File: config.mk
export PLATFORM = sky130hd
export DESIGN_NAME = crc8_serial_tx
export DESIGN_NICKNAME = d
export VERILOG_FILES = /design/src/rtl/crc8_pkg.sv /design/src/rtl/crc8_bit_timer.sv /design/src/rtl/crc8_serial_tx.sv
export SDC_FILE = /design/constraint.sdc
export NUM_CORES = 1
export LEC_CHECK = 0
export CAP_MARGIN = 0
export CELL_PAD_IN_SITES_DETAIL_PLACEMENT = 0
export CELL_PAD_IN_SITES_GLOBAL_PLACEMENT = 1
export CORE_MARGIN = 10
export CORE_UTILIZATION = 45
export CTS_CLUSTER_DIAMETER = 50
export DETAILED_ROUTE_END_ITERATION = 8
export PLACE_DENSITY = 0.83
export SYNTH_ARGS = -nofsm -noshare
export SYNTH_HDL_FRONTEND = slang
export SYNTH_SLANG_ARGS = --single-unit
export TNS_END_PERCENT = 50
File: constraint.sdc
create_clock -name clk -period 2.7 [get_ports clk]
set_input_delay 0.405 -clock clk [delete_from_list [all_inputs] [get_ports clk]]
set_output_delay 0.405 -clock clk [all_outputs]
set_load 0.03 [all_outputs]
File: src/rtl/crc8_pkg.sv
// Shared CRC-8 constants, FSM state type and bit-serial CRC step, used by both TX and RX sides.
package crc8_pkg;

    localparam logic [7:0] CRC8_POLY = 8'h07;
    localparam logic [7:0] CRC8_INIT = 8'h00;
    localparam logic [7:0] SYNC_BYTE = 8'hA5;

    typedef enum logic [2:0] {
        IDLE,
        SYNC,
        DATA,
        CRC,
        GAP
    } crc8_state_e;

    // One MSB-first bit through the CRC-8 shift register.
    function automatic logic [7:0] crc8_step(input logic [7:0] crc, input logic b);
        logic fb;
        fb = crc[7] ^ b;
        return {crc[6:0], 1'b0} ^ (fb ? CRC8_POLY : 8'h00);
    endfunction

endpackage

File: src/rtl/crc8_bit_timer.sv
// Bit-period divider: tick_o pulses on the last clock of every CLKS_PER_BIT-clock bit period.
module crc8_bit_timer #(
    parameter int CLKS_PER_BIT = 1
) (
    input  logic clk,
    input  logic rst_n,
    input  logic en_i,
    output logic tick_o
);

    localparam int TW = $clog2(CLKS_PER_BIT + 1);
    localparam logic [TW-1:0] CNT_LAST = TW'(CLKS_PER_BIT - 1);

    logic [TW-1:0] cnt_q;

    assign tick_o = en_i && (cnt_q == CNT_LAST);

    // Held at zero while disabled so the first period after IDLE is full length.
    always_ff @(posedge clk or negedge rst_n) begin
        if (!rst_n) begin
            cnt_q <= '0;
        end else if (!en_i || tick_o) begin
            cnt_q <= '0;
        end else begin
            cnt_q <= cnt_q + TW'(1);
        end
    end

endmodule

File: src/rtl/crc8_serial_tx.sv
// Serial CRC-8 frame transmitter: payload bytes MSB-first followed by the CRC byte, then an idle gap.
// Define CRC8_TX_SYNC_EN to prefix every frame with the sync byte (not covered by the CRC).
module crc8_serial_tx
    import crc8_pkg::*;
#(
    parameter int CLKS_PER_BIT = 1,
    parameter int GAP_BITS     = 2
) (
    input  logic       clk,
    input  logic       rst_n,
    input  logic [7:0] s_data,
    input  logic       s_valid,
    input  logic       s_last,
    output logic       s_ready,
    output logic       tx_bit,
    output logic       tx_active,
    output logic       frame_done,
    output logic       underrun
);

    localparam int GW = $clog2(GAP_BITS + 1);
    localparam logic [GW-1:0] GAP_LAST = GW'(GAP_BITS - 1);

    crc8_state_e   state_q;
    logic [7:0]    shift_q;
    logic [2:0]    bitcnt_q;
    logic [7:0]    hold_q;
    logic          hold_vld_q;
    logic          last_seen_q;
    logic [7:0]    crc_q;
    logic [GW-1:0] gapcnt_q;
    logic          tx_bit_q, tx_active_q, frame_done_q, underrun_q;

    logic tick, accept, bnd;

    crc8_bit_timer #(.CLKS_PER_BIT(CLKS_PER_BIT)) u_timer (
        .clk    (clk),
        .rst_n  (rst_n),
        .en_i   (state_q != IDLE),
        .tick_o (tick)
    );

    always_comb begin
        s_ready = 1'b0;
        case (state_q)
            IDLE: s_ready = 1'b1;
`ifdef CRC8_TX_SYNC_EN
            SYNC,
`endif
            DATA: s_ready = !hold_vld_q && !last_seen_q;
            default: s_ready = 1'b0;
        endcase
    end

    assign accept = s_valid && s_ready;
    assign bnd    = tick && (bitcnt_q == 3'd7);

    assign tx_bit     = tx_bit_q;
    assign tx_active  = tx_active_q;
    assign frame_done = frame_done_q;
    assign underrun   = underrun_q;

    // shift_q holds the bits still to send after the one currently on tx_bit_q.
    // crc_q is advanced when a payload bit goes onto the line, so at a byte
    // boundary it already covers every payload bit sent.
    always_ff @(posedge clk or negedge rst_n) begin
        if (!rst_n) begin
            state_q      <= IDLE;
            shift_q      <= '0;
            bitcnt_q     <= '0;
            hold_q       <= '0;
            hold_vld_q   <= 1'b0;
            last_seen_q  <= 1'b0;
            crc_q        <= CRC8_INIT;
            gapcnt_q     <= '0;
            tx_bit_q     <= 1'b0;
            tx_active_q  <= 1'b0;
            frame_done_q <= 1'b0;
            underrun_q   <= 1'b0;
        end else begin
            frame_done_q <= 1'b0;
            underrun_q   <= 1'b0;
            if (accept && s_last) last_seen_q <= 1'b1;

            case (state_q)
                IDLE: begin
                    if (accept) begin
                        last_seen_q <= s_last;
                        bitcnt_q    <= '0;
                        tx_active_q <= 1'b1;
`ifdef CRC8_TX_SYNC_EN
                        state_q     <= SYNC;
                        shift_q     <= {SYNC_BYTE[6:0], 1'b0};
                        tx_bit_q    <= SYNC_BYTE[7];
                        hold_q      <= s_data;
                        hold_vld_q  <= 1'b1;
                        crc_q       <= CRC8_INIT;
`else
                        state_q     <= DATA;
                        shift_q     <= {s_data[6:0], 1'b0};
                        tx_bit_q    <= s_data[7];
                        crc_q       <= crc8_step(CRC8_INIT, s_data[7]);
`endif
                    end
                end

`ifdef CRC8_TX_SYNC_EN
                SYNC,
`endif
                DATA: begin
                    if (accept && !bnd) begin
                        hold_q     <= s_data;
                        hold_vld_q <= 1'b1;
                    end
                    if (tick && !bnd) begin
                        bitcnt_q <= bitcnt_q + 3'd1;
                        shift_q  <= {shift_q[6:0], 1'b0};
                        tx_bit_q <= shift_q[7];
                        if (state_q == DATA) crc_q <= crc8_step(crc_q, shift_q[7]);
                    end else if (bnd) begin
                        bitcnt_q <= '0;
                        if (hold_vld_q) begin
                            state_q    <= DATA;
                            shift_q    <= {hold_q[6:0], 1'b0};
                            tx_bit_q   <= hold_q[7];
                            crc_q      <= crc8_step(crc_q, hold_q[7]);
                            hold_vld_q <= 1'b0;
                        end else if (accept) begin
                            state_q  <= DATA;
                            shift_q  <= {s_data[6:0], 1'b0};
                            tx_bit_q <= s_data[7];
                            crc_q    <= crc8_step(crc_q, s_data[7]);
                        end else begin
                            // Missing byte closes the frame with the CRC of what was sent.
                            state_q    <= CRC;
                            shift_q    <= {crc_q[6:0], 1'b0};
                            tx_bit_q   <= crc_q[7];
                            underrun_q <= !last_seen_q;
                        end
                    end
                end

                CRC: begin
                    if (tick && !bnd) begin
                        bitcnt_q <= bitcnt_q + 3'd1;
                        shift_q  <= {shift_q[6:0], 1'b0};
                        tx_bit_q <= shift_q[7];
                    end else if (bnd) begin
                        state_q      <= GAP;
                        bitcnt_q     <= '0;
                        gapcnt_q     <= '0;
                        tx_bit_q     <= 1'b0;
                        tx_active_q  <= 1'b0;
                        frame_done_q <= 1'b1;
                    end
                end

                GAP: begin
                    if (tick) begin
                        if (gapcnt_q == GAP_LAST) begin
                            state_q     <= IDLE;
                            last_seen_q <= 1'b0;
                            hold_vld_q  <= 1'b0;
                        end else begin
                            gapcnt_q <= gapcnt_q + GW'(1);
                        end
                    end
                end

                default: state_q <= IDLE;
            endcase
        end
    end

endmodule

### Yosys cells after proc, flatten, opt, wreduce, memory -nomap -nowiden

Index checks and enable logic that the tools add are counted.

* reduce and logical (&&, ||, !) cells: 30
* multiplexer cells: 69
* equal/unequal tests: 18
* bitwise operators: 7
* add/sub/neg operators: 3

Operators with widths (number)
* $mux W8: 11
* $mux W3: 14
* $mux W1: 30
* $pmux W8 S3: 1
* $xor A8 B3 Y8: 3
* $ne A2 B2 Y1 const B: 9
* $pmux W8 S2: 1
* $reduce_and A4 Y1: 4
* $pmux W3 S4: 1
* $reduce_bool A2 Y1: 5
* $mux W2: 4
* $pmux W1 S2: 4
* $logic_and A1 B1 Y1: 7
* $reduce_and A7 Y1: 1
* $eq A3 B2 Y1 const B: 2
* $eq A3 B3 Y1 const B: 2
* $ne A3 B3 Y1 const B: 2
* $pmux W3 S2: 1
* $reduce_and A3 Y1: 2
* $reduce_bool A3 Y1: 2
* $reduce_and A5 Y1: 1
* $logic_not A1 Y1: 4
* $ne A4 B4 Y1 const B: 1
* $pmux W2 S2: 1
* 12 further kinds: 14

* bits in registers: 39
* output and inout bits: 5
* logic and storage cells: 140
* input bits: 12

### Longest topological paths before layout

* depth in word-level cells: 10
* depth in mapped cells: 9
* depth with buffers taken out: 7

### Modules after synthesis

Synthesis repeated with hierarchy kept, for this count alone.

* cells, all modules: 228
* area, all modules: 2331.0 um2

By module, submodules not included
* crc8_serial_tx: area each 2288.4 um2, seq. area each 925.9 um2, cells each 225, instances 1
* crc8_bit_timer: area each 42.5 um2, seq. area each 25.0 um2, cells each 3, instances 1

### Worst setup path before layout

Ideal clock, no wire load.

* kind: register to output
* start: reg state_q[2]
* end: out s_ready
* path buffers: 2
* path slack: 0.385 ns
* data required time: 2.295 ns
* cell stages (with the launch flop): 6
* arrival time: 1.910 ns
* cells stage by stage: dfrtp_1 > nand2b_1 > clkbuf_1 > or2_2 > clkbuf_1 > o31ai_1

* longest elaborated chain between the ends: 2
* elaborated cells on any way between the ends: 3
* those cells by class: eq/ne: 1; mux: 1; reduce/logical: 1

Ends and longest elaborated chain
* start: declaration: line crc8_serial_tx.sv:24 `crc8_state_e state_q;`
* start signal: assignment: line crc8_serial_tx.sv:68 `state_q <= IDLE;`
* start signal: assignment: line crc8_serial_tx.sv:99 `state_q <= DATA;`
* start signal: assignment: line crc8_serial_tx.sv:123 `state_q <= DATA;`
* $eq A3 B2 Y1 or $logic_not A3 Y1 (tied branches): line crc8_serial_tx.sv:45 `case (state_q)`
* $pmux W1 S2 (*): line crc8_serial_tx.sv:45
* end: declaration: line crc8_serial_tx.sv:14 `output logic s_ready,`

Mark *: on every way between the ends. The rest lies on a longest branch, timed or not.

### Worst setup path after layout

Ends and elaborated chain as after synthesis.

==> impl_metrics.sql <==
INSERT INTO impl_metrics (metric_group, metric, value, unit) VALUES
('die', 'row_count', '24', ''),
('global_routing', 'vias_in_the_first_global_route', '1600', ''),
('place', 'detailedPlace.worstSlack', '122', 'ps'),
('setup_path', 'crit_fanout', '14', ''),
('cts', 'clock_tree.root_cell', 'clkbuf_8', ''),
('synthesis', 'dominantRegCellSynth', 'dfrtp_1', ''),
('status', 'run_status', 'completed', ''),
('setup_path', 'critPathSlowestCell', 'dfrtp_1', ''),
('worst_hold_path', 'hold_path_class', 'input port to async pin', ''),
('timing', 'hold_viol_final', '0', ''),
('cts', 'post_cts_buffers', '0', ''),
('power_and_ir_drop', 'p_leak', '0.993', 'nW'),
('detailed_routing', 'routed_length_on_met2', '2.22', 'mm'),
('detailed_routing', 'drt_pre_antenna_iters', '4', ''),
('global_routing', 'antenna_found_initial', '0', ''),
('final_layout', 'register_area', '951', 'um2'),
('cts', 'numClockSinks', '38', ''),
('detailed_routing', 'vias', '1623', ''),
('setup_path', 'cp_data_arrival_time', '1940', 'ps'),
('detailed_routing', 'route.detailed.drc', '0', ''),
('synthesis', 'synthArstFlopShare', '100', '%'),
('cts', 'clock_tree_from_tritoncts', 'done', ''),
('cts', 'cts_max_level', '2', ''),
('detailed_routing', 'wire_per_inst', '17.5', 'um'),
('setup_path', 'worst_setup_path_start_kind', 'flip-flop', ''),
('timing', 'final.setup_skew', '6.80', 'ps'),
('synthesis', 'synth-edff-count', '0', ''),
('detailed_routing', 'first_iter_violations', '165', ''),
('die', 'dieArea', '0.00767', 'mm2'),
('timing', 'timing_max_transition_violations_final', '0', ''),
('synthesis', 'syn_nets', '216', ''),
('cts', 'post_cts_resize_count', '0', ''),
('setup_path', 'worst_r2r_startpoint', 'state_q[2]$_DFFE_PN0P_', ''),
('place', 'placed_wire_length_estimate', '3.24', 'mm'),
('cts', 'cts.reportedPaths.clkPinSlew', '80', 'ps'),
('flow_run', 'cap_violations', '0', ''),
('setup_path', 'setup.worst_path.end_class', 'output port', ''),
('place', 'globalplace.congestion', '0.842', ''),
('global_routing', 'grt_pass1_wl', '7.85', 'mm'),
('final_layout', 'fin_nets', '230', ''),
('die', 'io_pins', '17', ''),
('power_and_ir_drop', 'peakVddDrop', '0.359', 'mV'),
('final_layout', 'syn2layout_area_growth', '14.6', '%'),
('die', 'start_util', '46.9', '%'),
('timing', 'fmax', '426', 'MHz'),
('timing', 'tightest_hold_margin', '206', 'ps'),
('detailed_routing', 'avgViaCountPerCell', '6.06', ''),
('synthesis', 'postSynthRegisterBits', '38', ''),
('timing', 'setup_violations_final', '0', ''),
('timing', 'tns', '0', 'ps'),
('setup_path', 'path_cells', 'nand2b_1 -> or2_2 -> o31ai_1 -> buf_4', ''),
('cts', 'clockBufferDepth', '2', ''),
('timing', 'tightestPinTransition', '838', 'ps'),
('global_routing', 'pin_count_of_the_biggest_net_entering_global_routing', '39', ''),
('synthesis', 'synthesis.instances', '201', ''),
('setup_path', 'worst_setup_path_startpoint', 'state_q[2]$_DFFE_PN0P_', ''),
('timing', 'unrepaired_setup_endpoints_after_global_routing', 'no', ''),
('place', 'io_buffer_count', '16', ''),
('final_layout', 'final_layout_size_suffix_gt1_share', '15.3', '%'),
('die', 'core-area', '0.00438', 'mm2'),
('detailed_routing', 'highest_layer', 'met4', ''),
('detailed_routing', 'post_route_ant_nets', '0', ''),
('timing', 'slew_headroom', '44.1', '%'),
('final_layout', 'multi_input_area', '0.00103', 'mm2'),
('detailed_routing', 'detail_route.wirelength.met1', '2.09', 'mm'),
('synthesis', 'synthesis.area', '0.00205', 'mm2'),
('detailed_routing', 'route.final.wire_length', '4.70', 'mm'),
('detailed_routing', 'routed-wl-met3', '332', 'um'),
('final_layout', 'utilization', '53.7', '%'),
('final_layout', 'n_antenna_cell', '0', ''),
('cts', 'post_cts_hold_buffer_count', '0', '');
==> Yosys cell counts (all sizes together), types with 5 or more instances <==
cell    instances  share of area (%)
nand2          13                2.4
nor2           21                3.8
clkbuf          9                1.6
a21oi           9                2.2
a22oi           7                2.8
mux2           12                6.6
nor3            5                1.8
mux2i           9                4.4
a22o            8                3.4
dfrtp          38                 46
a221o           7                3.4
o21ai          13                3.2
==> area by class of cell <==
class | instances | share of cell area (%)
clock buffer | 5 | 2.92
sequential | 38 | 40.4
timing repair buffer | 20 | 7.76
tap | 52 | 2.76
inverter | 2 | 0.319
clock inverter | 3 | 1.91
multi-input combinational | 148 | 43.9
==> through the flow <==
step,cell area (um2),instances
after floorplan,2050,201
after global placement,2240,260
after detailed placement,2240,260
after CTS,2350,268
after global routing,2350,268
final,2350,268
==> critical path: cells and delay by family, from the launching register on <==
family	cells	cell delay, ps
compound gates	1	290
buf+inv	1	220
flops	1	540
simple gates	2	600
==> kinds of logic after synthesis <==
family	share of synthesized area, %
adders and majority gates	1.83
AOI/OAI and AO/OA	20.6
other	0.183
DFF	46.3
muxes	11.0
and+or+nand+nor	16.7
buffers and inverters	3.41
==> power by group <==
part           internal [mW]  switching, mW  total (mW)  leakage, nW
Combinational          0.387          0.416       0.802        0.464
Sequential             0.768          0.178       0.947        0.478
Clock                  0.275          0.221       0.495       0.0504
Total                   1.43          0.815        2.24        0.993
==> routing by layer <==
layer  track usage (%)  up-vias
met5                 0        -
met4              3.91        0
met3              4.46        5
li1                  -      774
met2              19.0       53
met1              16.8      791
==> path summary, 6_finish.rpt <==
path	slack [ps]	cells after the start	to
min	210	1	crc_q[0]$_DFFE_PN0P_
max in group asynchronous	1960	1	crc_q[2]$_DFFE_PN0P_
max	350	4	s_ready
max reg2reg	500	5	shift_q[4]$_DFFE_PN0P_
min reg2reg	510	1	gapcnt_q[1]$_DFFE_PN0P_
min in group clk	510	1	gapcnt_q[1]$_DFFE_PN0P_
==> placed cells by master (no fill, tap or decap), types with 2 or more instances in the layout <==
cell              n
nand3_1           3
a22oi_1           6
mux2i_1           9
nor2b_1           4
clkdlybuf4s50_1  14
dfrtp_1          38
nand3b_1          2
nor3_1            4
a22o_1            8
a221oi_1          2
ha_1              3
mux2_2           12
o21ai_0          12
nand4_1           4
a21oi_1           9
clkbuf_8          5
or4_1             3
or2_2             2
clkinvlp_4        2
inv_1             2
and2_1            2
nor2_1           21
nand2b_1          3
buf_4             5
nand2_1          13
a221o_1           7
==> state kept, by name, summed over array words and instances (netlist names), 2 cells and up <==
signal,flops
bitcnt_q,3
crc_q,8
gapcnt_q,2
hold_q,8
shift_q,7
state_q,3
(Power assumes the default switching activity.)
